$ cat src/rtl/breakout_pkg.sv
// Shared types and constants for the breakout game controller.
package breakout_pkg;

    typedef enum logic [1:0] {
        ST_SERVE = 2'd0,
        ST_PLAY  = 2'd1,
        ST_WIN   = 2'd2,
        ST_LOSE  = 2'd3
    } game_state_e;

    localparam logic [7:0] KEY_LEFT   = 8'h04;
    localparam logic [7:0] KEY_RIGHT  = 8'h07;
    localparam logic [7:0] KEY_LAUNCH = 8'h2C;

    localparam int NUM_BRICKS = 9;
    localparam int BRICK_COLS = 3;
    localparam int BRICK_X0   = 160;
    localparam int BRICK_DX   = 120;
    localparam int BRICK_Y0   = 40;
    localparam int BRICK_DY   = 32;

    localparam logic [9:0] BRICK_H  = 10'd16;
    localparam logic [9:0] PADDLE_H = 10'd8;

    localparam logic [7:0] AUTOSERVE_CNT = 8'd120;

    function automatic logic [3:0] popcount9(input logic [8:0] v);
        logic [3:0] n;
        n = '0;
        for (int i = 0; i < 9; i++) begin
            n = n + {3'b000, v[i]};
        end
        return n;
    endfunction

endpackage

$ cat src/rtl/breakout_game_ctrl_paddle_mover.sv
// Paddle X register: steps left/right on keycode, clamped to the screen.
module paddle_mover
    import breakout_pkg::*;
#(
    parameter int PADDLE_W    = 40,
    parameter int PADDLE_STEP = 4,
    parameter int X_MAX       = 639
) (
    input  logic       clk_i,
    input  logic       rst_i,
    input  logic [7:0] keycode_i,
    input  logic       en_i,
    output logic [9:0] paddle_x_o
);

    localparam logic [9:0] X_LIM  = 10'(X_MAX + 1 - PADDLE_W);
    localparam logic [9:0] X_HOME = 10'((X_MAX + 1 - PADDLE_W) / 2);
    localparam logic [9:0] STEP   = 10'(PADDLE_STEP);

    logic [9:0] paddle_x_q;
    logic [9:0] paddle_x_d;

    always_comb begin
        paddle_x_d = paddle_x_q;
        if (en_i) begin
            case (keycode_i)
                KEY_LEFT: begin
                    if (paddle_x_q < STEP) paddle_x_d = '0;
                    else paddle_x_d = paddle_x_q - STEP;
                end
                KEY_RIGHT: begin
                    // Compare against LIM-STEP so the sum never overflows.
                    if (paddle_x_q > X_LIM - STEP) paddle_x_d = X_LIM;
                    else paddle_x_d = paddle_x_q + STEP;
                end
                default: paddle_x_d = paddle_x_q;
            endcase
        end
    end

    always_ff @(posedge clk_i) begin
        if (rst_i) paddle_x_q <= X_HOME;
        else paddle_x_q <= paddle_x_d;
    end

    assign paddle_x_o = paddle_x_q;

endmodule

$ cat src/rtl/breakout_game_ctrl.sv
// Breakout game controller: geometry, paddle, score, lives, serve/play FSM.
// Optional GAME_AUTOSERVE_EN launches the ball after 120 idle SERVE frames.
module breakout_game_ctrl
    import breakout_pkg::*;
#(
    parameter int PADDLE_W    = 40,
    parameter int PADDLE_Y    = 440,
    parameter int PADDLE_STEP = 4,
    parameter int X_MAX       = 639,
    parameter int LOSE_Y      = 470,
    parameter int LIVES       = 3
) (
    input  logic         frame_clk,
    input  logic         Reset,
    input  logic [7:0]   keycode,
    input  logic [8:0]   brick_exists,
    input  logic [9:0]   ball_y,
    output logic [99:0]  brick_x_vals,
    output logic [99:0]  brick_y_vals,
    output logic [9:0]   brick_width,
    output logic [9:0]   brick_height,
    output logic [9:0]   paddle_height,
    output logic         start_ball,
    output logic         ball_rst,
    output logic [7:0]   score,
    output logic [1:0]   lives,
    output logic [1:0]   game_state
);

    localparam logic [9:0] LOSE_Y_W = 10'(LOSE_Y);
    localparam logic [1:0] LIVES_W  = 2'(LIVES);

    game_state_e state_q, state_d;
    logic [1:0]  lives_q, lives_d;
    logic [7:0]  score_q, score_d;
    logic [8:0]  prev_q;
    logic        start_q, start_d;
    logic        brst_q, brst_d;
    logic [9:0]  paddle_x;
    logic        move_en;
    logic        launch;
    logic [8:0]  cleared;
    logic [8:0]  score_sum;

    assign move_en = (state_q == ST_SERVE) || (state_q == ST_PLAY);

    paddle_mover #(
        .PADDLE_W    (PADDLE_W),
        .PADDLE_STEP (PADDLE_STEP),
        .X_MAX       (X_MAX)
    ) u_paddle (
        .clk_i      (frame_clk),
        .rst_i      (Reset),
        .keycode_i  (keycode),
        .en_i       (move_en),
        .paddle_x_o (paddle_x)
    );

`ifdef GAME_AUTOSERVE_EN
    logic [7:0] serve_cnt_q, serve_cnt_d;

    // Counter is held at zero outside SERVE, so it restarts on every entry.
    always_comb begin
        serve_cnt_d = '0;
        if (state_q == ST_SERVE) serve_cnt_d = serve_cnt_q + 8'd1;
    end

    always_ff @(posedge frame_clk) begin
        if (Reset) serve_cnt_q <= '0;
        else serve_cnt_q <= serve_cnt_d;
    end

    assign launch = (keycode == KEY_LAUNCH) ||
                    (serve_cnt_q == AUTOSERVE_CNT - 8'd1);
`else
    assign launch = (keycode == KEY_LAUNCH);
`endif

    assign cleared   = prev_q & ~brick_exists;
    assign score_sum = {1'b0, score_q} + {5'd0, popcount9(cleared)};
    assign score_d   = score_sum[8] ? 8'hFF : score_sum[7:0];

    always_comb begin
        state_d = state_q;
        lives_d = lives_q;
        start_d = 1'b0;
        brst_d  = 1'b0;
        unique case (state_q)
            ST_SERVE: begin
                if (launch) begin
                    state_d = ST_PLAY;
                    start_d = 1'b1;
                end
            end
            ST_PLAY: begin
                // A simultaneous clear-all and miss counts as a win.
                if (brick_exists == '0) begin
                    state_d = ST_WIN;
                end else if (ball_y >= LOSE_Y_W) begin
                    lives_d = lives_q - 2'd1;
                    brst_d  = 1'b1;
                    state_d = (lives_d == 2'd0) ? ST_LOSE : ST_SERVE;
                end
            end
            ST_WIN, ST_LOSE: state_d = state_q;
        endcase
    end

    always_ff @(posedge frame_clk) begin
        if (Reset) begin
            state_q <= ST_SERVE;
            lives_q <= LIVES_W;
            score_q <= '0;
            prev_q  <= '1;
            start_q <= 1'b0;
            brst_q  <= 1'b0;
        end else begin
            state_q <= state_d;
            lives_q <= lives_d;
            score_q <= score_d;
            prev_q  <= brick_exists;
            start_q <= start_d;
            brst_q  <= brst_d;
        end
    end

    always_comb begin
        brick_x_vals = '0;
        brick_y_vals = '0;
        for (int i = 0; i < NUM_BRICKS; i++) begin
            brick_x_vals[10*i +: 10] =
                10'(BRICK_X0 + BRICK_DX * (i % BRICK_COLS));
            brick_y_vals[10*i +: 10] =
                10'(BRICK_Y0 + BRICK_DY * (i / BRICK_COLS));
        end
        brick_x_vals[99:90] = paddle_x;
        brick_y_vals[99:90] = 10'(PADDLE_Y);
    end

    assign brick_width   = 10'(PADDLE_W);
    assign brick_height  = BRICK_H;
    assign paddle_height = PADDLE_H;
    assign start_ball    = start_q;
    assign ball_rst      = brst_q;
    assign score         = score_q;
    assign lives         = lives_q;
    assign game_state    = state_q;

endmodule

$ cat config.mk
export PLATFORM = sky130hd
export DESIGN_NAME = breakout_game_ctrl
export DESIGN_NICKNAME = d
export VERILOG_FILES = /design/src/rtl/breakout_pkg.sv /design/src/rtl/breakout_game_ctrl_paddle_mover.sv /design/src/rtl/breakout_game_ctrl.sv
export SDC_FILE = /design/constraint.sdc
export NUM_CORES = 1
export LEC_CHECK = 0
export ABC_AREA = 0
export BUFFER_PORTS_ARGS = -buffer_cell sky130_fd_sc_hd__buf_2
export CAP_MARGIN = 20
export CORE_AREA = 3 3 104 106
export CTS_BUF_LIST = sky130_fd_sc_hd__clkbuf_16
export DETAILED_ROUTE_END_ITERATION = 12
export DIE_AREA = 0 0 107 109
export PLACE_DENSITY = 0.75
export SYNTH_ARGS = -nofsm -noshare
export SYNTH_HDL_FRONTEND = slang
export SYNTH_SLANG_ARGS = --single-unit
$ cat constraint.sdc
create_clock -name frame_clk -period 4.3 [get_ports frame_clk]
set_input_delay 0.43 -clock frame_clk [delete_from_list [all_inputs] [get_ports frame_clk]]
set_output_delay 0.43 -clock frame_clk [all_outputs]
set_load 0.02 [all_outputs]
==> impl_metrics.ini <==
[die]
fp.dieW_microns = 107
ios = 273
initial_core_util = 0.359
design.core.area_sq_mm = 0.00986
die_area_sq_mm = 0.0117
num_rows = 36
die_y_microns = 109

[timing]
max_freq_ghz = 0.274
whs_ns = 0.379
totalNegativeSetupSlack_ns = 0
hold_violations = 0
report.final.slew_viol_count = 0
rsz0062_at_grt = false
period_share = 0.849
fin_crit_ns = 3.65
tightest_slew_ns = 0.570
setup_viol = 0
worst_clock_skew_ns = 0.00540
maxSlewHeadroom = 0.620

[detailed_routing]
viasPerCell = 3.65
dr.pass1.iters = 4
wl_per_cell_microns = 9.77
drc = 0
drtIter0Drc = 72
ant_nets = 0
vias = 2242
wl_microns = 6010

[worst_setup_path]
cpMostUsedCell = fa_1
critPathLaunchType = register
crit_path_end_kind = register
crit_fanout = 5
max_stage_delay_ns = 0.52
required_ns = 4.43
cp_cell_sequence = nor2b_1 -> fa_1 -> inv_1 -> fa_1 -> inv_1 -> fa_1 -> ha_1 -> fa_1 -> a21o_1 -> a21oi_1 -> nor2b_1 -> nand4_1 -> a21oi_1
crit_type = reg2reg
crit_buf_inv = 2
crit_family = adder cells
critical_path_arrival_ns = 3.78
slowest_stage = fa_1

[min_path]
hold_class = in2reg

[logic_synthesis]
syn_inst = 434
synth_edf_count = 0
synthFlopType = dfxtp_1
synth_top_area_share = 0.470
ys_ff_latch = 31
yosys.area.top_type = buf_4
netlist_area_sq_mm = 0.00354
synth_cell_types = 54
ys_seq_area_frac = 0.175
synth_area_leaders = buf_4 47%, dfxtp_1 18%, ha_1 3.5%
ys.warnings.count = 0
syn_area_per_cell_sq_um = 8.17
synthArstFlopShare = 0

[pwr]
combinationalPowerShare = 0.393
p_leak_nw = 1.73
seqPwrFrac = 0.270
powerDensity_mw_per_mm2 = 367
pwr-share-clk = 0.336
netSwitchingPower_mw = 0.478
p_sw_frac = 0.402
vdd_drop_max_mv = 0.150
p_int_mw = 0.712

[clock_tree]
cts_setup_buffers = 0
clk_pin_slew_ns = 0.05
clock-root-buffer = clkbuf_16
htree_num_levels = 2
cts_resized = 0
cts_buffers = 5
numClockSinks = 31
ctsHoldBuffers = 0
clk_latency_ns = 0.27
cts_tree = yes
clock_path_buffers = 2

[global_route]
antenna_found_initial = 0
overflow = 0
grt_max_degree = 32
grt_pass1_vias = 1655
grt_first_pass_wirelength_microns = 8190
grtUsageTotal = 0.0876

[final_layout]
ff_latch_area_sq_um = 621
drive_gt1_frac = 0.147
fillers = 1059
multiInputGateArea_sq_mm = 0.00199
nets = 526
antenna_cells = 0
post-route-util = 0.329
layout_common_cells = 222 x conb_1, 49 x buf_2, 31 x dfxtp_1
final_common_cell = conb_1
stdcell_count = 615
syn_to_final_growth_pct = -8.51

[place]
io_buffers = 49
dp.cells = 607
dp_hpwl_microns = 5030
place.gp.congestion = 0.803

[job]
cap_violations = 0

[outcome]
status = finished, final reports clean
cell type report:
type / instances / share of cell area
Sequential cell: 31 / 0.191
Clock inverter: 3 / 0.0120
Multi-Input combinational cell: 379 / 0.614
Clock buffer: 5 / 0.0386
Inverter: 15 / 0.0174
Timing Repair Buffer: 49 / 0.0756
Tap cell: 133 / 0.0513
flip-flops by register name, indices dropped and copies added (netlist names):
name	count
game_state	2
start_ball	1
ball_rst	1
prev_q	9
u_paddle.paddle_x_o	8
lives	2
score	8
metrics by stage:
| stage | worst slack, ns | total power, mW | cell area, sq um |
|---|---|---|---|
| after floorplan | 0.779 | 0.875 | 4370 |
| after global placement | 0.466 | 0.787 | 3080 |
| after detailed placement | 0.468 | 0.799 | 3080 |
| after CTS | 0.635 | 1.21 | 3240 |
| after global routing | 0.384 | 1.29 | 3240 |
| final | 0.651 | 1.19 | 3240 |
final timing paths:
path	cells after the start	slack [ns]	end	from
worst max-delay path	13	0.65	score[5]	prev_q[0]
worst max register to register	13	0.65	score[5]	prev_q[0]
worst min-delay path	2	0.38	prev_q[0]	brick_exists[0]
worst min register to register	1	0.50	lives[1]	lives[1]
kinds of logic (layout without fill, tap and decap cells):
group           after synthesis  count (layout)  synth area share
compound gates               51              51             0.103
xor+xnor                      5               5            0.0124
fa+ha+maj                    16              16            0.0692
buf+inv                     244              72             0.496
flops                        31              31             0.175
mux                           2               2           0.00600
other cells                   2             222           0.00212
simple gates                 83              83             0.136
power by group through the flow:
stage                     sequential (mW)  combinational (mW)  clock [mW]
after global placement              0.328               0.460           0
after detailed placement            0.328               0.471           0
after CTS                           0.322               0.472       0.418
final                               0.321               0.468       0.400
after global routing                0.324               0.539       0.427
after floorplan                     0.346               0.528           0
layer usage:
| metal | up-vias | track usage | share of wire | wire length, microns |
|---|---|---|---|---|
| li1 | 1077 | - | - | - |
| met1 | 1000 | 0.116 | 0.40 | 2390 |
| met2 | 163 | 0.149 | 0.49 | 2970 |
| met3 | 2 | 0.0101 | 0.10 | 606 |
| met4 | 0 | 0.0274 | 0.0060 | 36 |
| met5 | - | 0 | 0 | 0 |
synthesized netlist by cell type (all sizes together) (2+ instances only):
cell      n
a211oi    4
inv      15
nand4     4
clkbuf    4
nor4      2
xnor2     3
o211ai    3
nor2     16
fa        6
xor2      2
o21ai     7
o31a      2
ha       10
a21o      6
a21oi    12
conb      2
nor3     11
and4b     2
or2      10
nand2     7
nand3     6
dfxtp    31
nand2b    4
a31oi     2
a221o     2
nor2b    10
a221oi    3
or4b      2
buf     225
o21a      2
(Power assumes the default switching activity.)
